<file path="src/rtl/ahbl_dma_master.sv">
// ahbl_dma_master
// ---------------------------------------------------------------------------
// Single-channel memory-to-memory copy engine with an AHB-lite master port.
// Each 32-bit word is moved as one single read followed by one single
// write. Transfers are never pipelined: an address phase is always followed
// by a data phase with HTRANS=IDLE before the next address phase starts.
//
// Handshake: a bus phase (address or data) completes on a rising HCLK edge
// at which HREADY=1. The master keeps every address-phase output stable
// until that edge. HWDATA is stable for the whole write data phase. In a
// data phase, HRESP=1 aborts the copy at the first error cycle, whatever
// the value of HREADY.
//
// Ports:
//   HCLK, HRESET     clock, synchronous active-high reset
//   start            one-cycle copy request, sampled only in IDLE
//   src_addr         source byte address (bits [1:0] treated as 00)
//   dst_addr         destination byte address (bits [1:0] treated as 00)
//   count            number of 32-bit words to copy (0 = empty copy)
//   busy             high while a copy (or its DONE cycle) is in progress
//   done             one-cycle pulse on successful completion
//   err              sticky bus-error flag, cleared by the next accepted start
//   HADDR .. HWDATA  AHB-lite master outputs
//   HRDATA, HREADY,
//   HRESP            AHB-lite master inputs
//   dbg_state        current FSM state (IDLE=0, RD_ADDR=1, RD_DATA=2,
//                    WR_ADDR=3, WR_DATA=4, DONE=5)
// ---------------------------------------------------------------------------
module ahbl_dma_master #(
  parameter int CNT_W = 16
) (
  input  logic             HCLK,
  input  logic             HRESET,
  input  logic             start,
  input  logic [31:0]      src_addr,
  input  logic [31:0]      dst_addr,
  input  logic [CNT_W-1:0] count,
  output logic             busy,
  output logic             done,
  output logic             err,
  output logic [31:0]      HADDR,
  output logic [1:0]       HTRANS,
  output logic             HWRITE,
  output logic [2:0]       HSIZE,
  output logic [31:0]      HWDATA,
  input  logic [31:0]      HRDATA,
  input  logic             HREADY,
  input  logic             HRESP,
  output logic [2:0]       dbg_state
);

  localparam logic [1:0] TRANS_IDLE   = 2'b00;
  localparam logic [1:0] TRANS_NONSEQ = 2'b10;

  typedef enum logic [2:0] {
    S_IDLE    = 3'd0,
    S_RD_ADDR = 3'd1,
    S_RD_DATA = 3'd2,
    S_WR_ADDR = 3'd3,
    S_WR_DATA = 3'd4,
    S_DONE    = 3'd5
  } state_t;

  state_t           state;
  state_t           state_nxt;

  logic [31:0]      src_ptr;
  logic [31:0]      dst_ptr;
  logic [31:0]      word_buf;
  logic [CNT_W-1:0] remaining;
  logic             err_q;

  // Last driven address/direction, replayed whenever the FSM is not in an
  // address phase so HADDR/HWRITE never glitch between transfers.
  logic [31:0]      haddr_q;
  logic             hwrite_q;

  logic             accept;
  logic             rd_ok;
  logic             wr_ok;
  logic             bus_err;

  assign accept  = (state == S_IDLE) && start;
  assign rd_ok   = (state == S_RD_DATA) && HREADY && !HRESP;
  assign wr_ok   = (state == S_WR_DATA) && HREADY && !HRESP;
  assign bus_err = ((state == S_RD_DATA) || (state == S_WR_DATA)) && HRESP;

  // ---------------------------------------------------------------------
  // State register
  // ---------------------------------------------------------------------
  always_ff @(posedge HCLK) begin
    if (HRESET) begin
      state <= S_IDLE;
    end else begin
      state <= state_nxt;
    end
  end

  // ---------------------------------------------------------------------
  // Next-state logic
  // ---------------------------------------------------------------------
  always_comb begin
    state_nxt = state;
    case (state)
      S_IDLE: begin
        if (start) begin
          state_nxt = (count == '0) ? S_DONE : S_RD_ADDR;
        end
      end
      S_RD_ADDR: begin
        if (HREADY) state_nxt = S_RD_DATA;
      end
      S_RD_DATA: begin
        if (HRESP)       state_nxt = S_IDLE;
        else if (HREADY) state_nxt = S_WR_ADDR;
      end
      S_WR_ADDR: begin
        if (HREADY) state_nxt = S_WR_DATA;
      end
      S_WR_DATA: begin
        if (HRESP) begin
          state_nxt = S_IDLE;
        end else if (HREADY) begin
          state_nxt = (remaining == CNT_W'(1)) ? S_DONE : S_RD_ADDR;
        end
      end
      S_DONE:  state_nxt = S_IDLE;
      default: state_nxt = S_IDLE;
    endcase
  end

  // ---------------------------------------------------------------------
  // Datapath registers
  // ---------------------------------------------------------------------
  always_ff @(posedge HCLK) begin
    if (HRESET) begin
      src_ptr   <= '0;
      dst_ptr   <= '0;
      word_buf  <= '0;
      remaining <= '0;
      err_q     <= 1'b0;
      haddr_q   <= '0;
      hwrite_q  <= 1'b0;
    end else begin
      haddr_q  <= HADDR;
      hwrite_q <= HWRITE;

      if (accept) begin
        err_q <= 1'b0;
        if (count != '0) begin
          src_ptr   <= src_addr & 32'hFFFF_FFFC;
          dst_ptr   <= dst_addr & 32'hFFFF_FFFC;
          remaining <= count;
        end
      end

      if (bus_err) begin
        err_q <= 1'b1;
      end

      if (rd_ok) begin
        word_buf <= HRDATA;
      end

      // Pointers wrap naturally at 2^32; single transfers never need a
      // 1 KB boundary split.
      if (wr_ok) begin
        src_ptr   <= src_ptr + 32'd4;
        dst_ptr   <= dst_ptr + 32'd4;
        remaining <= remaining - CNT_W'(1);
      end
    end
  end

  // ---------------------------------------------------------------------
  // Output logic
  // ---------------------------------------------------------------------
  always_comb begin
    HTRANS = TRANS_IDLE;
    HADDR  = haddr_q;
    HWRITE = hwrite_q;
    busy   = 1'b1;
    done   = 1'b0;
    case (state)
      S_IDLE: begin
        busy = 1'b0;
      end
      S_RD_ADDR: begin
        HTRANS = TRANS_NONSEQ;
        HADDR  = src_ptr;
        HWRITE = 1'b0;
      end
      S_WR_ADDR: begin
        HTRANS = TRANS_NONSEQ;
        HADDR  = dst_ptr;
        HWRITE = 1'b1;
      end
      S_DONE: begin
        done = 1'b1;
      end
      default: begin
        HTRANS = TRANS_IDLE;
      end
    endcase
  end

  assign HSIZE     = 3'b010;
  assign HWDATA    = word_buf;
  assign err       = err_q;
  assign dbg_state = state;

endmodule

</file>
<file path="config.mk">
export PLATFORM = sky130hd
export DESIGN_NAME = ahbl_dma_master
export DESIGN_NICKNAME = d
export VERILOG_FILES = /design/src/rtl/ahbl_dma_master.sv
export SDC_FILE = /design/constraint.sdc
export NUM_CORES = 1
export LEC_CHECK = 0
export CAP_MARGIN = 20
export CORE_MARGIN = 4
export CORE_UTILIZATION = 49
export DETAILED_ROUTE_END_ITERATION = 16
export PLACE_DENSITY = 0.8
export RECOVER_POWER = 25
export REMOVE_ABC_BUFFERS = 1
export SLEW_MARGIN = 20
export SYNTH_ARGS = -nofsm -noshare
export SYNTH_HDL_FRONTEND = slang
export SYNTH_SLANG_ARGS = --single-unit
</file>
<file path="constraint.sdc">
create_clock -name HCLK -period 2.34 [get_ports HCLK]
set_input_delay 0.234 -clock HCLK [delete_from_list [all_inputs] [get_ports HCLK]]
set_output_delay 0.234 -clock HCLK [all_outputs]
set_load 0.01 [all_outputs]
</file>
---- After elaboration in Yosys (flattened, before gate mapping) ----
Cells that the tools add are included.
storage, ports and cells
  flip-flop bits (word level) ............. 149
  output and inout port bits .............. 76
  word-level logic and storage cells ...... 65
cells by class
  $add $sub $neg .......................... 3
  equality and inequality tests ........... 11
  mux-type cells .......................... 26
  reduce and logical (&&, ||, !) cells .... 17
operators by type and width
  cell                   count
  $mux 32                6
  $add 32x3->32 const B  2
  $pmux 32 s2            1
  $mux 16                3
  $mux 3                 9
  $eq 16x1->1 const B    1
  $logic_not 16->1       1
  $reduce_bool 16->1     1
  $sub 16x1->16 const B  1
  $pmux 3 s5             1
  $eq 3x2->1 const B     2
  $eq 3x3->1 const B     2
  $logic_and 1x1->1      6
  $ne 2x2->1 const B     3
  $ne 3x3->1 const B     2
  $reduce_bool 2->1      3
  $reduce_and 5->1       1
  $mux 1                 4
  $eq 3x1->1 const B     1
  $logic_not 3->1        1
  $mux 2                 1
  $pmux 1 s2             1
  $reduce_and 2->1       1
  $reduce_or 2->1        1
  other kinds (2)        2

---- Logic depth before layout (Yosys ltp) ----
  word-level depth ........................ 5
  gate-level depth with buffers ........... 8
  mapped depth without buffers ............ 6

---- Worst setup path after synthesis ----
OpenSTA, ideal clock, no wires.
  kind .................................... register -> register
  start ................................... reg state[0] (netlist: dbg_state[0])
  end ..................................... reg dst_ptr[22]
  arrival time ............................ 1.964 ns
  data required time ...................... 2.266 ns
  path slack .............................. 0.302 ns
  stages on the path, launching flop included .. 9
  period minus slack after synthesis ...... 2.038 ns
  cells stage by stage .................... dfxtp_1 clkbuf_1 nand2b_1 or3_1 nor2_1 clkbuf_1 clkbuf_1 nand2_1 a31oi_1
between the ends
  word-level cells in the longest chain between the ends .. 5
  elaborated cells between the ends (all ways) .. 9
RTL lines
  what                             line  source
  start: declaration               64    state_t state;
  start signal: assignment         95    state <= state_nxt;
  $eq 3x3->1                       85    assign wr_ok = (state == S_WR_DATA) && HREADY && !HRESP;
  $logic_and 1x1->1 (2 in series)  85
  $reduce_bool 2->1 (no line)      -
  $reduce_and 2->1 (no line)       -
  end signal: assignment           152   dst_ptr <= dst_addr & 32'hFFFF_FFFC;
  end signal: assignment           169   dst_ptr <= dst_ptr + 32'd4;
  end: declaration                 68    logic [31:0] dst_ptr;
Parallel ways exist; a longest one is shown, timed or not.
A chain may end at the register's enable or synchronous reset.

---- Final worst setup path ----
  start ................................... reg state[0] (netlist: dbg_state[0])
  end ..................................... out HADDR[11]
between the ends
  word-level cells in the longest chain between the ends .. 2
  elaborated cells between the ends (all ways) .. 3
RTL lines
  what                                             line  source
  $eq 3x2->1 / $eq 3x1->1 (equally long branches)  184   case (state)
  $pmux 32 s2 *                                    184
  end: declaration                                 41    output logic [31:0] HADDR,
Mark *: on every way between the ends. The rest lies on a longest branch, timed or not.

==> flow_metrics.py <==
metrics = {
    "cts": {
        "cts_buffer_depth": 2,
        "h-tree-depth": 4,
        "cts_made_buffers": 17,
        "cts-hold-fix-buffers": 0,
        "cts_num_sinks": 145,
        "cts_root_buf": "clkbuf_16",
        "clkSlewWorstSetupHoldPaths_ns": 0.06,
        "clkLatencyLatePin_ns": 0.42,
        "tritoncts": "done",
    },
    "floorplanning": {
        "io_pins": 193,
        "start_util_pct": 50.67,
        "fp.dieH_um": 128.5,
        "num_rows": 43,
        "die-width_um": 128.5,
        "dieArea_um2": 16510,
        "core_um2": 14040,
    },
    "yosys": {
        "avgSynthCellArea_um2": 7.986,
        "ys_seq_area_share_pct": 40.79,
        "synth_area_leaders": "dfxtp_1 41%, nand2_1 8.7%, a21oi_1 4.8%",
        "synth.most_common_cell": "nand2_1",
        "synth_top_area_share_pct": 40.79,
        "synth-edff-count": 0,
        "synthCells": 891,
        "synth_top_cell_by_area": "dfxtp_1",
        "synth_top_flop_cell": "dfxtp_1",
        "synth_seq_cells": 145,
        "ys_async_sr_fraction_pct": 0,
        "ys_types": 59,
        "syn-cell-area_um2": 7116,
        "yosys-top-cells-count": "164 x nand2_1, 145 x dfxtp_1, 68 x a21oi_1",
        "ys.warnings.count": 0,
    },
    "finish": {
        "n_fill_cell": 1104,
        "post-route-util_pct": 72.10,
        "drive_gt1_share_pct": 9.855,
        "area_growth_syn_to_layout_pct": 42.29,
        "final_cells": 1286,
        "layout.nets": 1214,
        "num_antenna_cells": 0,
    },
    "timing": {
        "final.setup.tns_ns": 0,
        "hold_viol_final": 0,
        "rsz0062_at_grt": "true",
        "finalCriticalPeriod_ns": 2.233,
        "setup_violations": 0,
        "skew_ns": 0.006341,
        "fin_crit_sh_pct": 95.42,
        "max_slew_margin_pct": 64.57,
        "slew_violations": 0,
        "tightest_slew_ns": 0.5301,
        "fmax_mhz": 447.9,
    },
    "power": {
        "ir_drop_uv": 492.4,
        "powerDensity_nw_per_um2": 672.4,
        "power_leakage_nw": 3.649,
    },
    "critical_path": {
        "required_ns": 2.11,
        "cp-start-kind": "flop",
        "worstSetupPathType": "flop to output port",
        "cp_max_fo": 37,
        "critical_path_arrival_ns": 2.00,
        "cp-end-kind": "output port",
    },
    "grt": {
        "grt_pass1_wl_um": 35810,
        "overflow": 0,
        "track_usage_pct": 26.86,
        "grt_max_degree": 65,
        "grt_pass1_vias": 7168,
        "antenna_found_initial": 0,
    },
    "hold_path": {
        "hp-class": "input pin to flop",
    },
    "place": {
        "place.gp.congestion": 0.8587,
        "dp_hpwl_um": 15990,
        "dp.cells": 1254,
        "port_buffers": 184,
    },
    "detailed_routing": {
        "post_drt_wl_per_cell_um": 17.38,
        "detail-route-antenna-nets": 0,
        "vias": 7519,
        "drt_iter0_markers": 637,
        "viasPerCell": 5.847,
        "wirelength_um": 22350,
        "drc": 0,
        "dr.pass1.iters": 5,
    },
    "status": {
        "status": "complete, no violations",
    },
    "run": {
        "maxCapViolCount": 0,
    },
}
-- logic make-up (layout without fill, tap and decap cells) --
| kind of cell | Yosys count | count (layout) | synth area share [%] |
|---|---|---|---|
| adders and majority gates | 5 | 5 | 0.8441 |
| AOI/OAI and AO/OA | 230 | 230 | 20.91 |
| buffers and inverters | 79 | 292 | 4.519 |
| muxes | 34 | 34 | 4.800 |
| other | 2 | 4 | 0.1055 |
| DFF | 145 | 145 | 40.79 |
| and+or+nand+nor | 393 | 393 | 27.66 |
| xor gates and xnor gates | 3 | 3 | 0.3693 |
-- path summary, 6_finish.rpt --
path	from	endpoint	slack [ns]	depth (start not counted)
hold reg to reg	HWDATA[24]	HWDATA[24]	0.45	2
setup reg to reg	dbg_state[0]	src_ptr[26]	0.20	7
hold / removal	HRESET	src_ptr[9]	0.19	2
setup / recovery	dbg_state[0]	HADDR[11]	0.11	5
-- metal layers --
layer / vias to the layer above / global-route usage (%) / share of wire, %
li1: 3668 / - / -
met1: 3485 / 35.25 / 43
met2: 323 / 44.38 / 48
met3: 43 / 5.812 / 7.4
met4: 0 / 8.400 / 2.1
met5: - / 0 / 0
-- sequential cells by signal, indices dropped and copies added, names as in the netlist --
| name | count |
|---|---|
| HWDATA | 32 |
| haddr_q | 32 |
| dst_ptr | 30 |
| src_ptr | 30 |
| remaining | 16 |
| dbg_state | 3 |
| err | 1 |
| hwrite_q | 1 |
-- critical path: stages, from the launching register on --
cell	delay (ns)
dfxtp_1	0.32
buf_4	0.18
nand2b_2	0.11
buf_12	0.18
o21ai_0	0.21
clkdlybuf4s50_1	0.57
-- final cells by class --
| cell class | count | area, um2 | share of cell area [%] |
|---|---|---|---|
| Tap cell | 180 | 225.2 | 2.224 |
| Clock inverter | 14 | 190.2 | 1.878 |
| Multi-Input combinational cell | 669 | 3916 | 38.68 |
| Clock buffer | 18 | 429.2 | 4.239 |
| Inverter | 13 | 48.80 | 0.4820 |
| Sequential cell | 145 | 2904 | 28.68 |
| Timing Repair Buffer | 247 | 2411 | 23.81 |
-- where the power goes --
group          total, mW  leakage [nW]  switching, mW  internal, mW
registers           2.78          1.18          0.155          2.62
clock network       2.85         0.288           1.08          1.78
logic               1.18          2.18          0.583         0.594
-- what timing repair did --
action	4_1_cts	5_1_grt
resized for setup	4	30
setup endpoints to repair	4	28
buffers inserted	0	0
pin swaps	0	0
-- metrics by stage --
stage          area (um2)  power, mW  hold slack, ns  setup WS, ns
2_1_floorplan        6850      3.334          0.3031        -1.837
3_3_place_gp         9482      3.948          0.4411      -0.09133
3_5_place_dp         9482      3.972          0.4465       -0.1426
4_1_cts             10100      6.815          0.1805      0.001627
5_1_grt             10120      7.087          0.1815      -0.02332
6_report            10120      6.808          0.1919        0.1072
-- cell usage in the layout, fill, tap and decap left out, types with 4 or more instances in the layout --
cell / count
a211oi_1: 12
a21oi_1: 68
a221oi_1: 4
a22oi_1: 5
a2bb2oi_1: 10
a311oi_1: 6
a31oi_1: 31
a32oi_1: 4
and2_1: 36
and3_1: 11
and4_1: 12
buf_12: 6
buf_4: 56
bufinv_16: 4
clkbuf_16: 17
clkdlybuf4s50_1: 175
clkinvlp_4: 5
conb_1: 4
dfxtp_1: 144
dlymetal6s2s_1: 6
ha_1: 4
inv_1: 12
mux2i_1: 33
nand2_1: 163
nand3_1: 35
nand4_1: 15
nor2_1: 40
nor3_1: 22
nor4_1: 16
o211ai_1: 17
o21ai_0: 17
o21ai_1: 23
o311ai_0: 8
or3_1: 19
or4_1: 8
No activity file was read; power rests on OpenSTA's default activity.
